**src/rtl/pacote_mips16.sv**
```systemverilog
// Shared constants for the 16-bit multicycle MIPS core.
// Holds the opcodes, ALU codes, FSM state encodings and the control bundle.
package pacote_mips16;

    localparam logic [3:0] OP_R    = 4'b0000;
    localparam logic [3:0] OP_LW   = 4'b0001;
    localparam logic [3:0] OP_SW   = 4'b0010;
    localparam logic [3:0] OP_BEQ  = 4'b0011;
    localparam logic [3:0] OP_ADDI = 4'b0100;
    localparam logic [3:0] OP_J    = 4'b0101;

    localparam logic [2:0] ULA_AND = 3'b000;
    localparam logic [2:0] ULA_OR  = 3'b001;
    localparam logic [2:0] ULA_ADD = 3'b010;
    localparam logic [2:0] ULA_SUB = 3'b011;
    localparam logic [2:0] ULA_SLT = 3'b100;

    localparam logic [1:0] PC_ULA     = 2'b00;
    localparam logic [1:0] PC_ULA_OUT = 2'b01;
    localparam logic [1:0] PC_SALTO   = 2'b10;

    localparam logic [1:0] B_REG = 2'b00;
    localparam logic [1:0] B_UM  = 2'b01;
    localparam logic [1:0] B_IMM = 2'b10;

    typedef enum logic [3:0] {
        INICIO     = 4'd0,
        BUSCA      = 4'd1,
        DECODIFICA = 4'd2,
        EXEC_R     = 4'd3,
        FIM_R      = 4'd4,
        CALC_END   = 4'd5,
        LE_MEM     = 4'd6,
        ESCREVE_LW = 4'd7,
        ESCREVE_SW = 4'd8,
        DESVIO     = 4'd9,
        SALTO      = 4'd10,
        EXEC_I     = 4'd11,
        FIM_I      = 4'd12
    } estado_t;

    typedef struct packed {
        logic       pc_escreve;
        logic       pc_escreve_cond;
        logic [1:0] fonte_pc;
        logic       i_ou_d;
        logic       mem_le;
        logic       mem_escreve;
        logic       ir_escreve;
        logic       reg_escreve;
        logic       reg_dst;
        logic       mem_para_reg;
        logic       ula_fonte_a;
        logic [1:0] ula_fonte_b;
        logic [2:0] sinal_ula;
    } ctrl_t;

    function automatic logic opcode_valido(input logic [3:0] op);
        return op inside {OP_R, OP_LW, OP_SW, OP_BEQ, OP_ADDI, OP_J};
    endfunction

endpackage

```
**src/rtl/unidade_controle_multiciclo_controle_ula.sv**
```systemverilog
// ALU control: maps the R-type funct field to a sinal_ula code.
// Ports: funct in (3), sinal_ula out (3), ilegal out (1, funct 101..111).
module controle_ula
    import pacote_mips16::*;
(
    input  logic [2:0] funct,
    output logic [2:0] sinal_ula,
    output logic       ilegal
);

    always_comb begin
        sinal_ula = ULA_AND;
        ilegal    = 1'b0;
        case (funct)
            3'b000:  sinal_ula = ULA_AND;
            3'b001:  sinal_ula = ULA_OR;
            3'b010:  sinal_ula = ULA_ADD;
            3'b011:  sinal_ula = ULA_SUB;
            3'b100:  sinal_ula = ULA_SLT;
            default: ilegal    = 1'b1;
        endcase
    end

endmodule

```
**src/rtl/unidade_controle_multiciclo.sv**
```systemverilog
// Multicycle control FSM for the 16-bit MIPS datapath, with memory wait timeout.
// Ports: clk, rst_n, opcode, funct, zero, mem_pronto in; datapath enables, estado, sticky flags out.
module unidade_controle_multiciclo
    import pacote_mips16::*;
#(
    parameter int TIMEOUT_MEM  = 15,
    parameter int LARG_TIMEOUT = 4
) (
    input  logic       clk,
    input  logic       rst_n,
    input  logic [3:0] opcode,
    input  logic [2:0] funct,
    input  logic       zero,
    input  logic       mem_pronto,
    output logic       pc_escreve,
    output logic       pc_escreve_cond,
    output logic [1:0] fonte_pc,
    output logic       i_ou_d,
    output logic       mem_le,
    output logic       mem_escreve,
    output logic       ir_escreve,
    output logic       reg_escreve,
    output logic       reg_dst,
    output logic       mem_para_reg,
    output logic       ula_fonte_a,
    output logic [1:0] ula_fonte_b,
    output logic [2:0] sinal_ula,
    output logic [3:0] estado,
    output logic       instr_ilegal,
    output logic       erro_mem
);

    localparam bit TEMPO_ON = (TIMEOUT_MEM != 0);
    // The limit fires on the TIMEOUT_MEM-th waiting cycle, i.e. count = limit-1.
    localparam logic [LARG_TIMEOUT-1:0] LIMITE =
        LARG_TIMEOUT'(TEMPO_ON ? TIMEOUT_MEM - 1 : 0);

    estado_t                 estado_q;
    estado_t                 estado_d;
    logic [LARG_TIMEOUT-1:0] espera_q;
    logic [LARG_TIMEOUT-1:0] espera_d;
    logic                    ilegal_q;
    logic                    erro_q;
    logic                    em_espera;
    logic                    estouro;
    logic                    fn_ilegal;
    logic [2:0]              sinal_fn;
    ctrl_t                   c;

    // zero only steers the datapath's PC mux in DESVIO; the FSM ignores it.
    logic zero_unused;
    assign zero_unused = zero;

    controle_ula u_controle_ula (
        .funct     (funct),
        .sinal_ula (sinal_fn),
        .ilegal    (fn_ilegal)
    );

    assign em_espera = (estado_q == BUSCA) ||
                       (estado_q == LE_MEM) ||
                       (estado_q == ESCREVE_SW);

    // A ready arriving on the limit cycle wins over the timeout.
    assign estouro = TEMPO_ON && em_espera &&
                     !mem_pronto && (espera_q == LIMITE);

    // Any exit from a wait (ready or timeout) leaves the count at zero,
    // so every entry into a wait state starts from zero.
    assign espera_d = (TEMPO_ON && em_espera && !mem_pronto && !estouro)
                    ? espera_q + 1'b1 : '0;

    always_ff @(posedge clk or negedge rst_n) begin
        if (!rst_n) begin
            estado_q <= INICIO;
        end else begin
            estado_q <= estado_d;
        end
    end

    always_ff @(posedge clk or negedge rst_n) begin
        if (!rst_n) begin
            espera_q <= '0;
            ilegal_q <= 1'b0;
            erro_q   <= 1'b0;
        end else begin
            espera_q <= espera_d;
            if ((estado_q == DECODIFICA && !opcode_valido(opcode)) ||
                (estado_q == EXEC_R && fn_ilegal)) begin
                ilegal_q <= 1'b1;
            end
            if (estouro) begin
                erro_q <= 1'b1;
            end
        end
    end

    always_comb begin
        estado_d = INICIO;
        case (estado_q)
            INICIO: estado_d = BUSCA;
            BUSCA:  estado_d = mem_pronto ? DECODIFICA : BUSCA;
            DECODIFICA: begin
                unique case (1'b1)
                    opcode == OP_R:    estado_d = EXEC_R;
                    opcode == OP_LW,
                    opcode == OP_SW:   estado_d = CALC_END;
                    opcode == OP_BEQ:  estado_d = DESVIO;
                    opcode == OP_ADDI: estado_d = EXEC_I;
                    opcode == OP_J:    estado_d = SALTO;
                    default:           estado_d = BUSCA;
                endcase
            end
            EXEC_R:   estado_d = fn_ilegal ? BUSCA : FIM_R;
            FIM_R:    estado_d = BUSCA;
            CALC_END: estado_d = (opcode == OP_SW) ? ESCREVE_SW : LE_MEM;
            LE_MEM: begin
                if (mem_pronto)   estado_d = ESCREVE_LW;
                else if (estouro) estado_d = BUSCA;
                else              estado_d = LE_MEM;
            end
            ESCREVE_LW: estado_d = BUSCA;
            ESCREVE_SW: begin
                if (mem_pronto || estouro) estado_d = BUSCA;
                else                       estado_d = ESCREVE_SW;
            end
            DESVIO:  estado_d = BUSCA;
            SALTO:   estado_d = BUSCA;
            EXEC_I:  estado_d = FIM_I;
            FIM_I:   estado_d = BUSCA;
            default: estado_d = INICIO;
        endcase
    end

    always_comb begin
        c = '0;
        case (estado_q)
            BUSCA: begin
                c.mem_le      = 1'b1;
                c.ula_fonte_b = B_UM;
                c.sinal_ula   = ULA_ADD;
                if (mem_pronto) begin
                    c.ir_escreve = 1'b1;
                    c.pc_escreve = 1'b1;
                    c.fonte_pc   = PC_ULA;
                end
            end
            DECODIFICA: begin
                c.ula_fonte_b = B_IMM;
                c.sinal_ula   = ULA_ADD;
            end
            EXEC_R: begin
                c.ula_fonte_a = 1'b1;
                c.ula_fonte_b = B_REG;
                c.sinal_ula   = sinal_fn;
            end
            FIM_R: begin
                c.reg_escreve = 1'b1;
                c.reg_dst     = 1'b1;
            end
            CALC_END, EXEC_I: begin
                c.ula_fonte_a = 1'b1;
                c.ula_fonte_b = B_IMM;
                c.sinal_ula   = ULA_ADD;
            end
            LE_MEM: begin
                c.mem_le = 1'b1;
                c.i_ou_d = 1'b1;
            end
            ESCREVE_LW: begin
                c.reg_escreve  = 1'b1;
                c.mem_para_reg = 1'b1;
            end
            ESCREVE_SW: begin
                c.mem_escreve = 1'b1;
                c.i_ou_d      = 1'b1;
            end
            DESVIO: begin
                c.ula_fonte_a     = 1'b1;
                c.ula_fonte_b     = B_REG;
                c.sinal_ula       = ULA_SUB;
                c.pc_escreve_cond = 1'b1;
                c.fonte_pc        = PC_ULA_OUT;
            end
            SALTO: begin
                c.pc_escreve = 1'b1;
                c.fonte_pc   = PC_SALTO;
            end
            FIM_I: begin
                c.reg_escreve = 1'b1;
            end
            default: c = '0;
        endcase
    end

    assign pc_escreve      = c.pc_escreve;
    assign pc_escreve_cond = c.pc_escreve_cond;
    assign fonte_pc        = c.fonte_pc;
    assign i_ou_d          = c.i_ou_d;
    assign mem_le          = c.mem_le;
    assign mem_escreve     = c.mem_escreve;
    assign ir_escreve      = c.ir_escreve;
    assign reg_escreve     = c.reg_escreve;
    assign reg_dst         = c.reg_dst;
    assign mem_para_reg    = c.mem_para_reg;
    assign ula_fonte_a     = c.ula_fonte_a;
    assign ula_fonte_b     = c.ula_fonte_b;
    assign sinal_ula       = c.sinal_ula;
    assign estado          = estado_q;
    assign instr_ilegal    = ilegal_q;
    assign erro_mem        = erro_q;

endmodule

```
**config.mk**
```make
export PLATFORM = sky130hd
export DESIGN_NAME = unidade_controle_multiciclo
export DESIGN_NICKNAME = d
export VERILOG_FILES = /design/src/rtl/pacote_mips16.sv /design/src/rtl/unidade_controle_multiciclo_controle_ula.sv /design/src/rtl/unidade_controle_multiciclo.sv
export SDC_FILE = /design/constraint.sdc
export NUM_CORES = 1
export LEC_CHECK = 0
export ABC_AREA = 1
export CORE_MARGIN = 5
export CORE_UTILIZATION = 38
export CTS_CLUSTER_DIAMETER = 50
export DETAILED_ROUTE_END_ITERATION = 16
export PLACE_DENSITY = 0.75
export REMOVE_ABC_BUFFERS = 1
export SYNTH_ARGS = -nofsm -noshare
export SYNTH_HDL_FRONTEND = slang
export SYNTH_HIERARCHICAL = 1
export SYNTH_SLANG_ARGS = --single-unit
```
**constraint.sdc**
```tcl
create_clock -name clk -period 1.3 [get_ports clk]
set_clock_uncertainty 0.15 [all_clocks]
set_input_delay 0.195 -clock clk [delete_from_list [all_inputs] [get_ports clk]]
set_output_delay 0.195 -clock clk [all_outputs]
set_load 0.01 [all_outputs]
```
# After elaboration in Yosys (flattened, before gate mapping)
# Cells that the tools add are included.
op_classes:
  n_addsub: 1
  n_mul: 0
  div: 0
  order_cmp: 0
  n_eq_ne: 22
  shift: 0
  muxes: 24
  bitwise_logic: 0
  n_reduce_logical: 24
op_table:
  columns: ["cell", "count"]
  rows:
  - ["4-bit case mux with 8 select lines", 1]
  - ["4-bit by 3-bit == test with 1-bit output, second input constant", 6]
  - ["4-bit == test, second input constant", 6]
  - ["4-bit case mux with 5 select lines", 1]
  - ["5-bit case mux with 4 select lines", 1]
  - ["4-bit by 2-bit == test with 1-bit output, second input constant", 4]
  - ["4-bit 2-to-1 mux", 3]
  - ["3-bit case mux with 4 select lines", 1]
  - ["1-bit 2-to-1 mux", 11]
  - ["3-bit 2-to-1 mux", 3]
  - ["4-bit by 1-bit == test with 1-bit output, second input constant", 2]
  - ["4-bit logical NOT", 2]
  - ["3-bit by 2-bit == test with 1-bit output, second input constant", 2]
  - ["6-bit nonzero test", 1]
  - ["2-bit OR reduction", 3]
  - ["3-bit OR reduction", 2]
  - ["6-bit OR reduction", 1]
  - ["1-bit logical AND", 5]
  - ["5-bit OR reduction", 1]
  - ["4-bit by 1-bit adder with 4-bit output, second input constant", 1]
  - ["1-bit logical OR", 4]
  - ["2-bit case mux with 2 select lines", 1]
  - ["4-bit OR reduction", 1]
  - ["3-bit by 1-bit == test with 1-bit output, second input constant", 1]
  - ["5 further kinds", 7]
word_totals:
  reg_bits: 10
  latchBits: 0
  ramBits: 0
  rom_bits: 0
  in_bits: 11
  word_cells: 75
  memories: 0

# Depth between registers and ports, before layout
logic_depth:
  depth_word: 8
  mapped_depth: 8

# Modules after synthesis
# Netlist, hierarchy kept.
by_module_without_submodules:
  columns: ["mod", "instances", "cells_each", "area_each_um2"]
  rows:
  - ["unidade_controle_multiciclo", 1, 123, 789.5]
  - ["controle_ula", 1, 9, 33.8]

# Least setup slack after synthesis
# No wires, ideal clock.
synth_timing:
  path_type: "register to output"
  start: "register estado_q[3], in the netlist estado[3]"
  end: "output fonte_pc[0]"
  arrival_time_ns: 1.054
  slack_ns: -0.099
  stages_incl_launch_ff: 6
  n_path_buf: 1
  path_cell_list: "dfrtp_1 > inv_2 > nor2_4 > nand2_1 > inv_1 > buf_4"
synth_between:
  elab_chain_len: 2
synth_rtl:
  columns: ["item", "line_no", "rtl"]
  rows:
  - ["start: declaration", "unidade_controle_multiciclo.sv:38", "estado_t estado_q;"]
  - ["start signal: assignment", "unidade_controle_multiciclo.sv:77", "estado_q <= estado_d;"]
  - ["4-bit == test", "unidade_controle_multiciclo.sv:137", "case (estado_q)"]
  - ["2-bit case mux with 2 select lines *", "unidade_controle_multiciclo.sv:137", null]
  - ["end: declaration", "unidade_controle_multiciclo.sv:17", "output logic [1:0] fonte_pc,"]
# Mark *: on every way between the ends. The rest lies on a longest branch, timed or not.

# Worst setup path in the final report
layout_timing:
  start: "register estado_q[0], in the netlist estado[0]"
  end: "output i_ou_d"
layout_between:
  elab_chain_len: 3
layout_rtl:
  columns: ["item", "line_no", "rtl"]
  rows:
  - ["4-bit by 3-bit == test with 1-bit output or 4-bit == test (tied branches)", "unidade_controle_multiciclo.sv:137", null]
  - ["2-bit OR reduction (no source line) *", null, null]
  - ["1-bit 2-to-1 mux *", "unidade_controle_multiciclo.sv:137", null]
  - ["end: declaration", "unidade_controle_multiciclo.sv:18", "output logic i_ou_d,"]
# Marked as above.

==> results.toml <==
[clocking]
clock_latency_ns = 0.26
path_clk_slew_ns = 0.06
numCtsBuffers = 3
cts_tree = "yes"
cts_num_sinks = 10
cts-root-buf = "clkbuf_4"
clockBufferDepth = 2
cts_max_level = 1
hold_buffers = 0

[logic_synthesis]
synth.largest_area_cell = "dfrtp_1"
synth.avg_cell_area_um2 = 6.24
yosysSeqAreaShare_pct = 30.4
yosys_warnings = 6
synthesis.area_um2 = 823
yosysMostFrequentCell = "nand2_1"
synth-async-reset-ratio_pct = 100
synthTopCellsByArea = "dfrtp_1 (30%), nand2_1 (14%), inv_1 (11%)"
synth.distinct_cells = 18
yosys-top-cells-count = "nand2_1 (31), inv_1 (24), nor2_1 (24), nand3_1 (14), dfrtp_1 (10)"
synth_cells = 132
synth_top_area_share_pct = 30.4
synth-main-ff-cell = "dfrtp_1"
synth_edf_count = 0
synth_seq_cells = 10

[worst_setup_path]
start_kind = "register"
crit_type = "register to primary output"
path_max_fanout = 4
crit_path_end_kind = "primary output"
arrival_ns = 1.47
required_ns = 0.95

[placement]
place_ws_ns = -0.630
gp_congestion = 0.776
place_area_mm2 = 0.00139
hpwl_mm = 2.21
port_buffers = 32

[min_path]
worstHoldPathType = "input port to asynchronous set/reset pin"

[floorplanning]
dieArea_mm2 = 0.00320
start_util_pct = 40.7
rows = 16
die_x_um = 56.5
die_h_um = 56.5
core_mm2 = 0.00202
io_pins = 34

[cells_and_area]
nFillCells = 106
drive_gt1_share_pct = 55.9
area_growth_pct = 108
fin_area_mm2 = 0.00171
antennaDiodeCount = 0
finalCoreUtilization_pct = 84.7
fin_nets = 228

[grt]
grt.total_usage_pct = 20.5
grt_max_degree = 11
gr-total-overflow = 0
antenna_found_initial = 0
grt_pass1_wl_mm = 5.15
grt_pass1_vias = 1230

[sta]
finalMaxSlewViolations = 0
setup_tns_ns = -11.75
slew_headroom_pct = 68.7
final-setup-viol-count = 31
layout_min_cycle_time_ns = 1.81
rsz0062_at_grt = "yes"
max_freq_mhz = 552
post-route-worst-setup-slack_ns = -0.513
finalCritPeriodShare_pct = 139
worst_pin_slew_ns = 0.468
finalHoldViolations = 0

[route]
dr.pass1.iters = 5
wl_met2_mm = 2.09
viasPerCell = 5.30
wl_met3_um = 254
drcViolationCount = 0
wl_met1_mm = 1.45
num_vias = 1272
detail-route-antenna-nets = 0
routedWlPerCell_um = 16.8
wl_mm = 4.02
drt_iter0_drc = 81
maxUsedRoutingLayer = "met4"

[run_status]
violations = "negative setup slack"
status = "finished with violations"

[power_and_ir_drop]
p_leak_nw = 0.955
fin_total_pwr_mw = 2.86
p_per_area_mw_per_mm2 = 1670
ir_worst_vdd_mv = 1.20

[run]
maxCapViolations = 0
report_power, final:
group	internal, mW	switching, mW	total [mW]
Combinational	1.07	1.12	2.19
Clock	0.107	0.0965	0.203
Sequential	0.376	0.0919	0.468
Total	1.55	1.31	2.86
per-layer routing:
| metal | vias to the layer above | global-route usage [%] |
|---|---|---|
| met4 | 0 | 12.9 |
| met1 | 591 | 18.1 |
| li1 | 568 | - |
| met3 | 26 | 2.98 |
| met5 | - | 0 |
| met2 | 87 | 41.4 |
layout by cell type, fill, tap and decap left out, types with 2 or more instances in the layout:
| cell type | count |
|---|---|
| a21oi_1 | 3 |
| buf_2 | 8 |
| buf_4 | 39 |
| buf_6 | 16 |
| clkbuf_4 | 3 |
| clkdlybuf4s15_2 | 2 |
| clkdlybuf4s50_1 | 9 |
| dfrtp_1 | 7 |
| dfrtp_2 | 3 |
| dlygate4sd2_1 | 2 |
| ha_1 | 2 |
| inv_1 | 16 |
| inv_2 | 8 |
| inv_4 | 3 |
| nand2_1 | 19 |
| nand2_2 | 13 |
| nand2_4 | 2 |
| nand3_1 | 12 |
| nand3_2 | 3 |
| nand3_4 | 2 |
| nand4_1 | 3 |
| nor2_1 | 17 |
| nor2_2 | 2 |
| nor2_4 | 10 |
layout make-up:
cell class | instances | area [µm²] | area share [%]
timing repair buffer | 79 | 678 | 39.6
multi-input combinational | 94 | 616 | 35.9
sequential | 10 | 254 | 14.8
inverter | 27 | 109 | 6.35
tap | 27 | 33.8 | 1.97
clock buffer | 3 | 22.5 | 1.31
kinds of logic (layout without fill, tap and decap cells):
kind of cell / Yosys count / count (layout) / share of synthesized area (%)
simple gates: 84 / 84 / 47.6
fa+ha+maj: 2 / 2 / 3.04
compound gates: 6 / 6 / 3.65
xor+xnor: 2 / 2 / 2.13
buf+inv: 28 / 109 / 13.2
flops: 10 / 10 / 30.4
stage by stage:
stage | hold WS, ns | cells
detailed placement | 0.298 | 219
CTS | 0.0978 | 234
floorplan | -0.251 | 131
global placement | 0.298 | 219
finish | 0.108 | 240
global route | 0.109 | 240
final timing paths:
check,to,slack [ns],from,cells after the start
worst max-delay path,i_ou_d,-0.51,estado[0],7
max in group asynchronous,estado[3],0.54,rst_n,1
min in group clk,erro_mem,0.31,erro_mem,2
worst max register to register,estado[2],-0.47,estado[0],10
worst min register to register,erro_mem,0.31,erro_mem,2
worst min-delay path,erro_mem,0.11,rst_n,1
sequential cells by signal (all words and copies together), names as in the netlist:
name,cells
instr_ilegal,1
estado,4
espera_q,4
erro_mem,1
repair_timing:
item | in CTS | in global routing
pin swaps | 13 | 7
endpoints found under the setup margin | 33 | 32
gates resized for setup | 118 | 32
buffers inserted | 14 | 6
critical path: stages, from the launching register on:
cell,delay [ns]
dfrtp_1,0.43
buf_6,0.15
buf_4,0.14
nor2_4,0.13
buf_6,0.13
nand2_8,0.06
nand2_4,0.06
buf_6,0.10
Power figures use the tool's default switching activity.
